===== config.mk =====
export PLATFORM = sky130hd
export DESIGN_NAME = kernel_seq_ctrl
export DESIGN_NICKNAME = d
export VERILOG_FILES = /design/src/rtl/kernel_seq_ctrl.sv
export SDC_FILE = /design/constraint.sdc
export NUM_CORES = 1
export LEC_CHECK = 0
export ABC_AREA = 1
export CAP_MARGIN = 30
export CORE_MARGIN = 3
export CORE_UTILIZATION = 45
export CTS_CLUSTER_DIAMETER = 200
export CTS_CLUSTER_SIZE = 24
export DETAILED_ROUTE_END_ITERATION = 16
export HOLD_SLACK_MARGIN = 0.1
export PLACE_DENSITY = 0.66
export SYNTH_ARGS = -nofsm -noshare
export SYNTH_HDL_FRONTEND = slang
export SYNTH_SLANG_ARGS = --single-unit
export TNS_END_PERCENT = 20

===== constraint.sdc =====
create_clock -name CLK -period 3.2 [get_ports CLK]
set_input_delay 0.32 -clock CLK [delete_from_list [all_inputs] [get_ports CLK]]
set_output_delay 0.32 -clock CLK [all_outputs]
set_load 0.03 [all_outputs]

===== src/rtl/kernel_seq_ctrl.sv =====
// kernel_seq_ctrl: address and latency sequencer for the AdderNet kernel datapath.
// Issues one chunk read per cycle (feature/weight addresses), carries a tag for
// every issue through a LAT-deep delay line, and turns the tail tags into the
// accumulator load/add enables, per-output valid strobes and job completion.
module kernel_seq_ctrl #(
   parameter int ADDR_W   = 10,
   parameter int NCHUNK_W = 8,
   parameter int NOUT_W   = 12,
   parameter int LAT      = 3
) (
   input  logic                CLK,
   input  logic                RSTN,
   input  logic                i_start,
   input  logic [NCHUNK_W-1:0] i_nchunk,
   input  logic [NOUT_W-1:0]   i_nout,
   input  logic [ADDR_W-1:0]   i_if_base,
   input  logic [ADDR_W-1:0]   i_w_base,
   input  logic                i_hold,
   output logic                o_busy,
   output logic                o_rd_en,
   output logic [ADDR_W-1:0]   o_if_addr,
   output logic [ADDR_W-1:0]   o_w_addr,
   output logic                o_acc_en,
   output logic                o_acc_clr,
   output logic                o_out_valid,
   output logic                o_done
);

   typedef enum logic [1:0] {
      S_IDLE  = 2'd0,
      S_ISSUE = 2'd1,
      S_DRAIN = 2'd2
   } state_t;

   // Tag bit positions: {valid, first chunk, last chunk, final output}
   localparam int TAG_V = 3;
   localparam int TAG_F = 2;
   localparam int TAG_L = 1;
   localparam int TAG_X = 0;

   state_t                   r_state;
   logic [NCHUNK_W-1:0]      r_nchunk;
   logic [NOUT_W-1:0]        r_nout;
   logic [ADDR_W-1:0]        r_if_base;
   logic [NCHUNK_W-1:0]      r_c;
   logic [NOUT_W-1:0]        r_o;
   logic [ADDR_W-1:0]        r_w_ptr;
   logic [LAT-1:0][3:0]      r_tag;
   logic                     r_acc_last;
   logic                     r_acc_final;

   logic                     w_idle_start;
   logic                     w_nonzero;
   logic                     w_issue;
   logic [NCHUNK_W-1:0]      w_nchunk;
   logic [NOUT_W-1:0]        w_nout;
   logic [NCHUNK_W-1:0]      w_c;
   logic [NOUT_W-1:0]        w_o;
   logic [ADDR_W-1:0]        w_if_addr;
   logic [ADDR_W-1:0]        w_w_addr;
   logic                     w_last_c;
   logic                     w_last_o;
   logic                     w_final;

   function automatic logic [3:0] f_make_tag(input logic v, input logic first,
                                             input logic last, input logic fin);
      return {v, first, last, fin};
   endfunction

   // Select the chunk about to be issued: the start edge issues chunk 0 straight
   // from the inputs, later edges issue from the latched job and counters.
   always_comb begin
      w_idle_start = (r_state == S_IDLE) && !o_busy && i_start;
      w_nonzero    = (i_nchunk != {NCHUNK_W{1'b0}}) && (i_nout != {NOUT_W{1'b0}});
      if (r_state == S_IDLE) begin
         w_nchunk  = i_nchunk;
         w_nout    = i_nout;
         w_c       = {NCHUNK_W{1'b0}};
         w_o       = {NOUT_W{1'b0}};
         w_if_addr = i_if_base;
         w_w_addr  = i_w_base;
      end else begin
         w_nchunk  = r_nchunk;
         w_nout    = r_nout;
         w_c       = r_c;
         w_o       = r_o;
         w_if_addr = r_if_base + ADDR_W'(r_c);
         w_w_addr  = r_w_ptr;
      end
      w_issue  = (w_idle_start && w_nonzero) || ((r_state == S_ISSUE) && !i_hold);
      w_last_c = (w_c == (w_nchunk - NCHUNK_W'(1'b1)));
      w_last_o = (w_o == (w_nout - NOUT_W'(1'b1)));
      w_final  = w_last_c && w_last_o;
   end

   // Job FSM: latches the job, advances chunk/output counters and the running
   // weight pointer, registers the read strobe/addresses, busy and done.
   always_ff @(posedge CLK or negedge RSTN) begin
      if (!RSTN) begin
         r_state   <= S_IDLE;
         r_nchunk  <= {NCHUNK_W{1'b0}};
         r_nout    <= {NOUT_W{1'b0}};
         r_if_base <= {ADDR_W{1'b0}};
         r_c       <= {NCHUNK_W{1'b0}};
         r_o       <= {NOUT_W{1'b0}};
         r_w_ptr   <= {ADDR_W{1'b0}};
         o_busy    <= 1'b0;
         o_rd_en   <= 1'b0;
         o_if_addr <= {ADDR_W{1'b0}};
         o_w_addr  <= {ADDR_W{1'b0}};
         o_done    <= 1'b0;
      end else begin
         o_rd_en <= w_issue;
         o_done  <= (w_idle_start && !w_nonzero) ||
                    (o_acc_en && r_acc_last && r_acc_final);
         if (w_issue) begin
            o_if_addr <= w_if_addr;
            o_w_addr  <= w_w_addr;
            r_w_ptr   <= w_w_addr + ADDR_W'(1'b1);
            if (w_last_c) begin
               r_c <= {NCHUNK_W{1'b0}};
               r_o <= w_o + NOUT_W'(1'b1);
            end else begin
               r_c <= w_c + NCHUNK_W'(1'b1);
               r_o <= w_o;
            end
         end else begin
            o_if_addr <= o_if_addr;
            o_w_addr  <= o_w_addr;
         end
         case (r_state)
            S_IDLE: begin
               if (w_idle_start) begin
                  r_nchunk  <= i_nchunk;
                  r_nout    <= i_nout;
                  r_if_base <= i_if_base;
                  o_busy    <= 1'b1;
                  if (!w_nonzero) begin
                     r_state <= S_IDLE;
                  end else if (w_final) begin
                     r_state <= S_DRAIN;
                  end else begin
                     r_state <= S_ISSUE;
                  end
               end else begin
                  o_busy  <= 1'b0;
                  r_state <= S_IDLE;
               end
            end
            S_ISSUE: begin
               o_busy <= 1'b1;
               if (w_issue && w_final) begin
                  r_state <= S_DRAIN;
               end else begin
                  r_state <= S_ISSUE;
               end
            end
            S_DRAIN: begin
               if (o_done) begin
                  o_busy  <= 1'b0;
                  r_state <= S_IDLE;
               end else begin
                  o_busy  <= 1'b1;
                  r_state <= S_DRAIN;
               end
            end
            default: begin
               o_busy  <= 1'b0;
               r_state <= S_IDLE;
            end
         endcase
      end
   end

   // Tag delay line and its tail decode; it never stalls, so holds show up as
   // gaps in the accumulator enables rather than as frozen pipeline stages.
   always_ff @(posedge CLK or negedge RSTN) begin
      if (!RSTN) begin
         r_tag       <= {(LAT*4){1'b0}};
         o_acc_en    <= 1'b0;
         o_acc_clr   <= 1'b0;
         r_acc_last  <= 1'b0;
         r_acc_final <= 1'b0;
         o_out_valid <= 1'b0;
      end else begin
         if (w_issue) begin
            r_tag[0] <= f_make_tag(1'b1, (w_c == {NCHUNK_W{1'b0}}), w_last_c, w_final);
         end else begin
            r_tag[0] <= 4'b0000;
         end
         for (int i = 1; i < LAT; i++) begin
            r_tag[i] <= r_tag[i-1];
         end
         o_acc_en    <= r_tag[LAT-1][TAG_V];
         o_acc_clr   <= r_tag[LAT-1][TAG_V] & r_tag[LAT-1][TAG_F];
         r_acc_last  <= r_tag[LAT-1][TAG_V] & r_tag[LAT-1][TAG_L];
         r_acc_final <= r_tag[LAT-1][TAG_V] & r_tag[LAT-1][TAG_L] & r_tag[LAT-1][TAG_X];
         o_out_valid <= o_acc_en & r_acc_last;
      end
   end

endmodule


After elaboration in Yosys (flattened, before gate mapping):

Index checks and enable logic that the tools add are counted.
Widths: inputs -> output; s select.

* flip-flop bits (word level): 102
* bits of input ports: 44
* output and inout bits: 26
* logic and storage cells: 72

* add/sub/neg operators: 6
* equality and inequality tests: 4
* multiplexer cells: 18
* bitwise logic cells: 4
* reductions and logical operators: 20

Operator list (number)
* $mux 12: 3
* $mux 8: 3
* $mux 10: 2
* $add 12x1->12 const B: 1
* $eq 12x12->1: 1
* $reduce_bool 12->1: 1
* $sub 12x1->12 const B: 1
* $add 10x1->10 const B: 1
* $add 10x8->10: 1
* $logic_and 1x1->1: 10
* $mux 2: 5
* $add 8x1->8 const B: 1
* $eq 8x8->1: 1
* $logic_not 8->1: 1
* $reduce_bool 8->1: 1
* $sub 8x1->8 const B: 1
* $pmux 2 s3: 1
* $and 1x1->1: 4
* $mux 4: 1
* $logic_not 1->1: 3
* $pmux 1 s3: 1
* $eq 2x1->1 const B: 1
* $eq 2x2->1 const B: 1
* $logic_not 2->1: 1
* 3 further kinds: 5

Logic depth before layout (Yosys ltp):

* depth after elaboration: 9
* gate-level depth with buffers: 20
* gate-level depth less buffers: 19

Worst setup path before layout:

Ideal clock, no wire load.

* kind: reg2reg
* from: reg r_state[1]
* to: reg r_o[6]
* library setup time: 0.121 ns
* data arrival time: 2.069 ns
* required time: 3.079 ns
* slack: 1.009 ns
* stages on the path, launching flop included: 17
* buffers on the path: 2
* period minus slack after synthesis: 2.191 ns
* path through: dfrtp_1 -> nor2_1 -> buf_4 -> nand2_2 -> nand2_1 -> ha_1 -> nand2_2 -> nor2_2 -> nand2_1 -> nand3_1 -> nand3_1 -> nor2_1 -> nand2_2 -> buf_6 -> inv_6 -> nand3_2 -> xor2_1

* longest elaborated chain between the ends: 5
* elaborated cells on any way between the ends: 14
* those cells by class: add/sub: 2; eq/ne: 2; mux: 4; reduce/logical: 6

RTL lines
* start: declaration: line 41 `state_t r_state;`
* start signal: assignment: line 100 `r_state <= S_IDLE;`
* start signal: assignment: line 139 `r_state <= S_IDLE;`
* start signal: assignment: line 141 `r_state <= S_DRAIN;`
* $logic_not 2->1: line 73, 75
* $mux 8 or $logic_and 1x1->1 (tied branches): line 75, 73
* $sub 8x1->8 or $logic_and 1x1->1 (tied branches): line 91, 73
* $eq 8x8->1 or $logic_and 1x1->1 (tied branches): line 91, 90
* $mux 12 or $logic_or 1x1->1 (tied branches): line 120, 90
* end signal: assignment: line 105 `r_o <= {NOUT_W{1'b0}};`
* end signal: assignment: line 122 `r_o <= w_o + NOUT_W'(1'b1);`
* end signal: assignment: line 125 `r_o <= w_o;`
* end: declaration: line 46 `logic [NOUT_W-1:0] r_o;`

Several ways; a longest one is shown, not always the timed one.
A chain may end at the register's enable or synchronous reset.

Final worst setup path:

* from: reg r_state[0]
* to: reg r_o[4]

The elaborated chain is that of the path after synthesis.

==> results.md <==
- DR WL/cell: 13.6 um
- DR vias/cell: between 4 and 5
- Fillers: 1329
- R2R setup slack: 0.34 ns
- DRT Pass-1 Iters: 5
- Critical path endpoint category: flip-flop
- Worst path slowest cell: dfrtp_1
- Post-DP HPWL: 11.3 mm
- Vias in the first global route: 5418
- Syn_nets: roughly 950
- Final Non-Filler Cells: 1138
- Cell with the most instances after synthesis: nand2_1
- Yosys reg bits: between 100 and 150
- Avg Cell Area, Syn: between 7 and 8 um2
- TritonCTS buffer count: 9
- Clock Skew: slightly below 0.01 ns
- Int Pwr: 3620 uW
- Syn Std Cell Area: 6310 um2
- Startpoint types: flip-flop
- Core area: around 13000 um2
- Clock buffer depth: 2
- Endpoints failing setup: 0
- Die Width: ~120 um
- Leading area contributor after synthesis: dfrtp_1
- Top-Level Pins: 70
- Synth top area share: about two fifths
- Post-DRT Antenna Nets: 0
- Setup slack at placement: 0.304 ns
- Fmax achieved: 350 MHz
- Critical-path cell list: nor2_4, nand2_2, nand2_1, ha_1, nand2_2, nor2_2, nand2_1, nand3_1, nand3_1, nor2_1, nand2_2, nor2_4, nand2_1, xor2_1
- Maximum fanout along the worst path: 19
- Placed Instances: 1122
- Critical path class: flip-flop to flip-flop
- Combinational share of power: 50.2%
- Die height: around 120 um
- Share of cells above drive strength 1: 7.80%
- Fin Setup TNS: 0 ns
- GP Congestion: 0.897
- Row cnt: 42
- RSZ-0062 raised after global routing: false
- Tcrit/Tclk final: 89.3%
- Slew Limit Headroom: 46.9%
- MaxCap Viol Count: 0
- Worst Hold Margin: 0.351 ns
- GRT Total Usage: 20.7%
- Number of DRC markers in iteration 0: 298
- Setup ws final: 0.343 ns
- Psw: 2810 uW
- Min Tclk post-route: 2.86 ns
- Critical path's largest stage delay: 0.45 ns
- Antenna diode count: 0
- Routed WL: 15.5 mm
- Async S/R FF share, synth: 100%
- Largest net degree at the start of global routing: 62
- Clock transition at path regs: 0.07 ns
- Commonest cells in the netlist: 312 x nand2_1, 112 x inv_1, 101 x dfrtp_1
- Seq/Total Area, Yosys: 40.1%
- Least-Margin Pin Slew: 0.796 ns
- Clk sink count: 101
- Final hold violation count: 0
- Yosys warnings: 0
- Reg area: roughly 2500 um2
- H-tree lvl count: 3
- Leak pwr: 0.00367 uW
- Synth-to-Final Area Change: 19.0%
- TritonCTS clock tree: built
- First-pass GRT wire length: 26.7 mm
- Synth cell types: 41
- Vias post-DR: 5643
- Final net count: 1017
- EDFF count, synth: 0
- Outcome: complete, no violations
- Post-Synthesis Cells: 892
- Die area: approximately 15000 um2
- Grt ovf: 0
- Final Max Slew Viols: 0
- Clk network pwr share: 18.8%
- Pwr Density: 856 nW/um2
- Hold/Removal Path Class: flip-flop to flip-flop
- Post-route DRC: 0
- Main synth FF type: dfrtp_1
- CP Data Required Time: 3.43 ns
- Initial Utilization: 46.9%
- Buffers added on ports: 69
- Peak supply drop: 0.413 mV
- Worst-Skew Late Latency: 0.35 ns
- Antenna violations before repair: 0
- Area of the multi-input gates: 3190 um2
- Synth area leaders: dfrtp_1 40%, nand2_1 19%, inv_1 6.7%
- Flop pwr share: 31.0%
- Switch share: a little over two fifths
- CTS Root Cell: clkbuf_16
- Setup bufs post-CTS: 0
- Arrival @ worst endpoint: ~3.1 ns
## through the flow
| step | power, uW | cell area (um2) | util (%) |
|---|---|---|---|
| after floorplan | 4340 | 6310 | - |
| after CTS | 6480 | 7510 | 55.8 |
| after detailed placement | 5220 | 7170 | 53.3 |
| final | 6430 | 7510 | 55.8 |
| after global routing | 7030 | 7510 | 55.8 |
| after global placement | 5200 | 7170 | 53.3 |
## path summary, 6_finish.rpt
check | end | from | cells past startpoint
max | r_o[4]$_DFFE_PN0P_ | r_state[0]$_DFF_PN0_ | 14
max in group asynchronous | r_nout[10]$_DFFE_PN0P_ | RSTN | 3
min | r_tag[6]$_DFF_PN0_ | r_tag[2]$_DFF_PN0_ | 0
min in group asynchronous | r_nchunk[3]$_DFFE_PN0P_ | RSTN | 2
min reg2reg | r_tag[6]$_DFF_PN0_ | r_tag[2]$_DFF_PN0_ | 0
max reg2reg | r_o[4]$_DFFE_PN0P_ | r_state[0]$_DFF_PN0_ | 14
## flip-flops by register name, indices dropped and copies added, names as in the netlist
register and flops:
r_nout 12, r_acc_last 1, o_out_valid 1, o_acc_clr 1
o_busy 1, r_w_ptr 10, o_w_addr 10, r_acc_final 1
r_c 8, o_if_addr 10, o_acc_en 1, r_state 2
o_done 1, r_if_base 10, r_tag 11, o_rd_en 1
r_nchunk 8, r_o 12
## cell usage in the layout, fill, tap and decap left out, drive strengths merged, types with 4 or more instances in the layout
| cell | count |
|---|---|
| buf | 13 |
| o22ai | 6 |
| nor4 | 4 |
| nor2 | 72 |
| xnor2 | 7 |
| nand2 | 324 |
| nand4 | 14 |
| or2 | 8 |
| ha | 14 |
| xor2 | 20 |
| clkbuf | 10 |
| clkdlybuf4s50 | 68 |
| dfrtp | 101 |
| inv | 118 |
| nand3 | 59 |
| nor3 | 11 |
| a21oi | 14 |
| o211ai | 5 |
| o21ai | 76 |
## per-layer routing
| metal | up-vias | share of wire (%) | track usage, % |
|---|---|---|---|
| met1 | 2569 | 52 | 30.3 |
| met4 | 0 | 1.8 | 6.83 |
| met2 | 112 | 43 | 31.4 |
| li1 | 2943 | - | - |
| met3 | 19 | 3.6 | 3.30 |
| met5 | - | 0 | 0 |
## power groups by stage
stage          logic, uW  registers, uW  clock network, uW
6_report            3230           1990               1210
3_3_place_gp        3190           2010                  0
5_1_grt             3690           2050               1290
4_1_cts             3250           1990               1240
2_1_floorplan       2140           2200                  0
3_5_place_dp        3230           2000                  0
## worst max-delay path, delay by kind of cell, from the launching register on
family | cells | cell delay [ns]
AND/OR/NAND/NOR | 12 | 1.86
XOR/XNOR | 1 | 0.16
adder cells (fa/ha/maj) | 1 | 0.25
flip-flops | 1 | 0.45
## final cells by class
cell class	instances	share of cell area, %
inverters	117	5.92
flip-flops and latches	101	33.7
multi-input cells	647	42.5
clock buffers	10	3.18
well taps	176	2.93
clock inverters	5	1.12
repair buffers	82	10.7
## logic make-up (layout without fill, tap and decap cells)
| family | count (synthesis) | after routing | share of synthesized area [%] |
|---|---|---|---|
| and+or+nand+nor | 495 | 495 | 33.7 |
| adders and majority gates | 15 | 15 | 3.09 |
| muxes | 2 | 2 | 0.317 |
| AOI/OAI and AO/OA | 108 | 108 | 9.52 |
| xor gates and xnor gates | 27 | 27 | 3.75 |
| DFF | 101 | 101 | 40.1 |
| buffers and inverters | 144 | 214 | 9.54 |
## what timing repair did
action / CTS / global route
gates resized for setup: 0 / 0
hold endpoints to repair: 58 / 0
hold buffers: 1 / 0
No activity file was read; power rests on OpenSTA's default activity.
==> RTL change, RTL diff (same flow settings) <==
Re-encode `state_t` (3 states) as one-hot, 3 bits wide.
--- a/src/rtl/kernel_seq_ctrl.sv
+++ b/src/rtl/kernel_seq_ctrl.sv
@@ -27,8 +27,8 @@
 );
 
-   typedef enum logic [1:0] {
-      S_IDLE  = 2'd0,
-      S_ISSUE = 2'd1,
-      S_DRAIN = 2'd2
+   typedef enum logic [2:0] {
+      S_IDLE  = 3'b001,
+      S_ISSUE = 3'b010,
+      S_DRAIN = 3'b100
    } state_t;
 
Formal check against the unedited RTL: same outputs for any inputs over 4 cycles, from zero or initial values and one cycle with RSTN low; so few cycles prove little.
==> RTL change against the original RTL <==
- design area increased by 2.1%
- non-clock buffer count unchanged
- die area is 2.6% higher
- critical endpoint is now r_o[3]
- area after synthesis up 2.8%
- sequential cell count increased by 1
- worst setup slack got worse by 0.0034 ns
- critical path type unchanged
- wire length grew 4.3%
- total power increased by 14%
==> RTL change: results (changes against the original RTL) <==
stage;metric;value;unit;change
layout;multi-input combinational area share;44.0;%;+1.5 points
power;Seq. pwr;0.00203;W;+2%
route;DRT iter0 DRCs;431;;+45%
synth;sequential element share of the synthesized area;39.4;%;-0.67 points
synth;ranking of synthesized cells by area;dfrtp_1, nand2_1, nand3_1, inv_1, o21ai_0;;
place;Cells after DPL;1135;;+1.2%
power;switching part of the total power;48.3;%;+4.6 points
layout;number of fill cells;1398;;+5.2%
timing;Slew headroom;62.7;%;+16 points
layout;area of the multi-input gates;3370;sq um;+5.6%
layout;proportion of layout cells with a drive suffix above 1;9.47;%;+1.7 points
layout;final net count;1026;;+0.88%
worst_setup_path;Crit-path slowest cell;dfstp_2;;
synth;mux cell area share after synthesis;0.154;%;-0.16 points
global_route;GRT met1 Usage;30.9;%;+0.60 points
synth;Mapped Cells;900;;+0.90%
layout;number of non-clock inverters;108;;-7.7%
layout;Layout non-clock buf frac;10.5;%;-0.22 points
status;outcome;finished clean;;
synth;synth cell count leaders;nand2_1, dfrtp_1, inv_1;;
clock_network;clock sinks;102;;+0.99%
route;Routed WL per cell;14.0;um;+3.0%
worst_setup_path;crit-path max FO;18;;-1
worst_setup_path;CP max stage delay;0.60;ns;+0.15 ns
worst_setup_path;Worst Path Arrival;3.11;ns;+0.02 ns
power;P_leak;3.82;nW;+4.2%
layout;final std cells w/o fill;1152;;+1.2%
synth;syn nets;959;;+0.84%
synth;Synth Area in XOR/XNOR;3.65;%;-0.10 points
synth;Synth Area in Compound Gates;9.05;%;-0.47 points
place;Placed Area;7350;sq um;+2.4%
place;HPWL after DPL;12000;um;+6.5%
timing;clk_skew;0.00630;ns;-0.00347 ns
synth;Synth cell types;47;;+15%
==> RTL change: cell count changes after synthesis, sizes merged, moves of 2 or more <==
| cell | unedited run | this run |
|---|---|---|
| o22ai | 6 | 9 |
| nor4 | 4 | 9 |
| nor2 | 72 | 59 |
| nand3b | 1 | 8 |
| nand4 | 14 | 16 |
| o21ai | 76 | 66 |
| o221ai | 0 | 2 |
| inv | 117 | 108 |
| nand3 | 59 | 80 |
==> RTL change: worst paths after layout <==
path	slack [ns]	to	from	cells past startpoint
setup / recovery	0.34	r_o[3]	r_state[0]	15
setup reg to reg	0.34	r_o[3]	r_state[0]	15
max in group asynchronous	1.98	r_o[11]	RSTN	3
hold / removal	0.35	r_tag[4]	r_tag[0]	0
hold reg to reg	0.35	r_tag[4]	r_tag[0]	0
min in group asynchronous	0.50	o_acc_clr	RSTN	2
==> RTL change: routing by layer <==
layer	wire length [um]	vias to the layer above
li1	-	3032
met1	8010	2651
met2	6960	168
met3	987	17
met4	224	0
met5	0	-
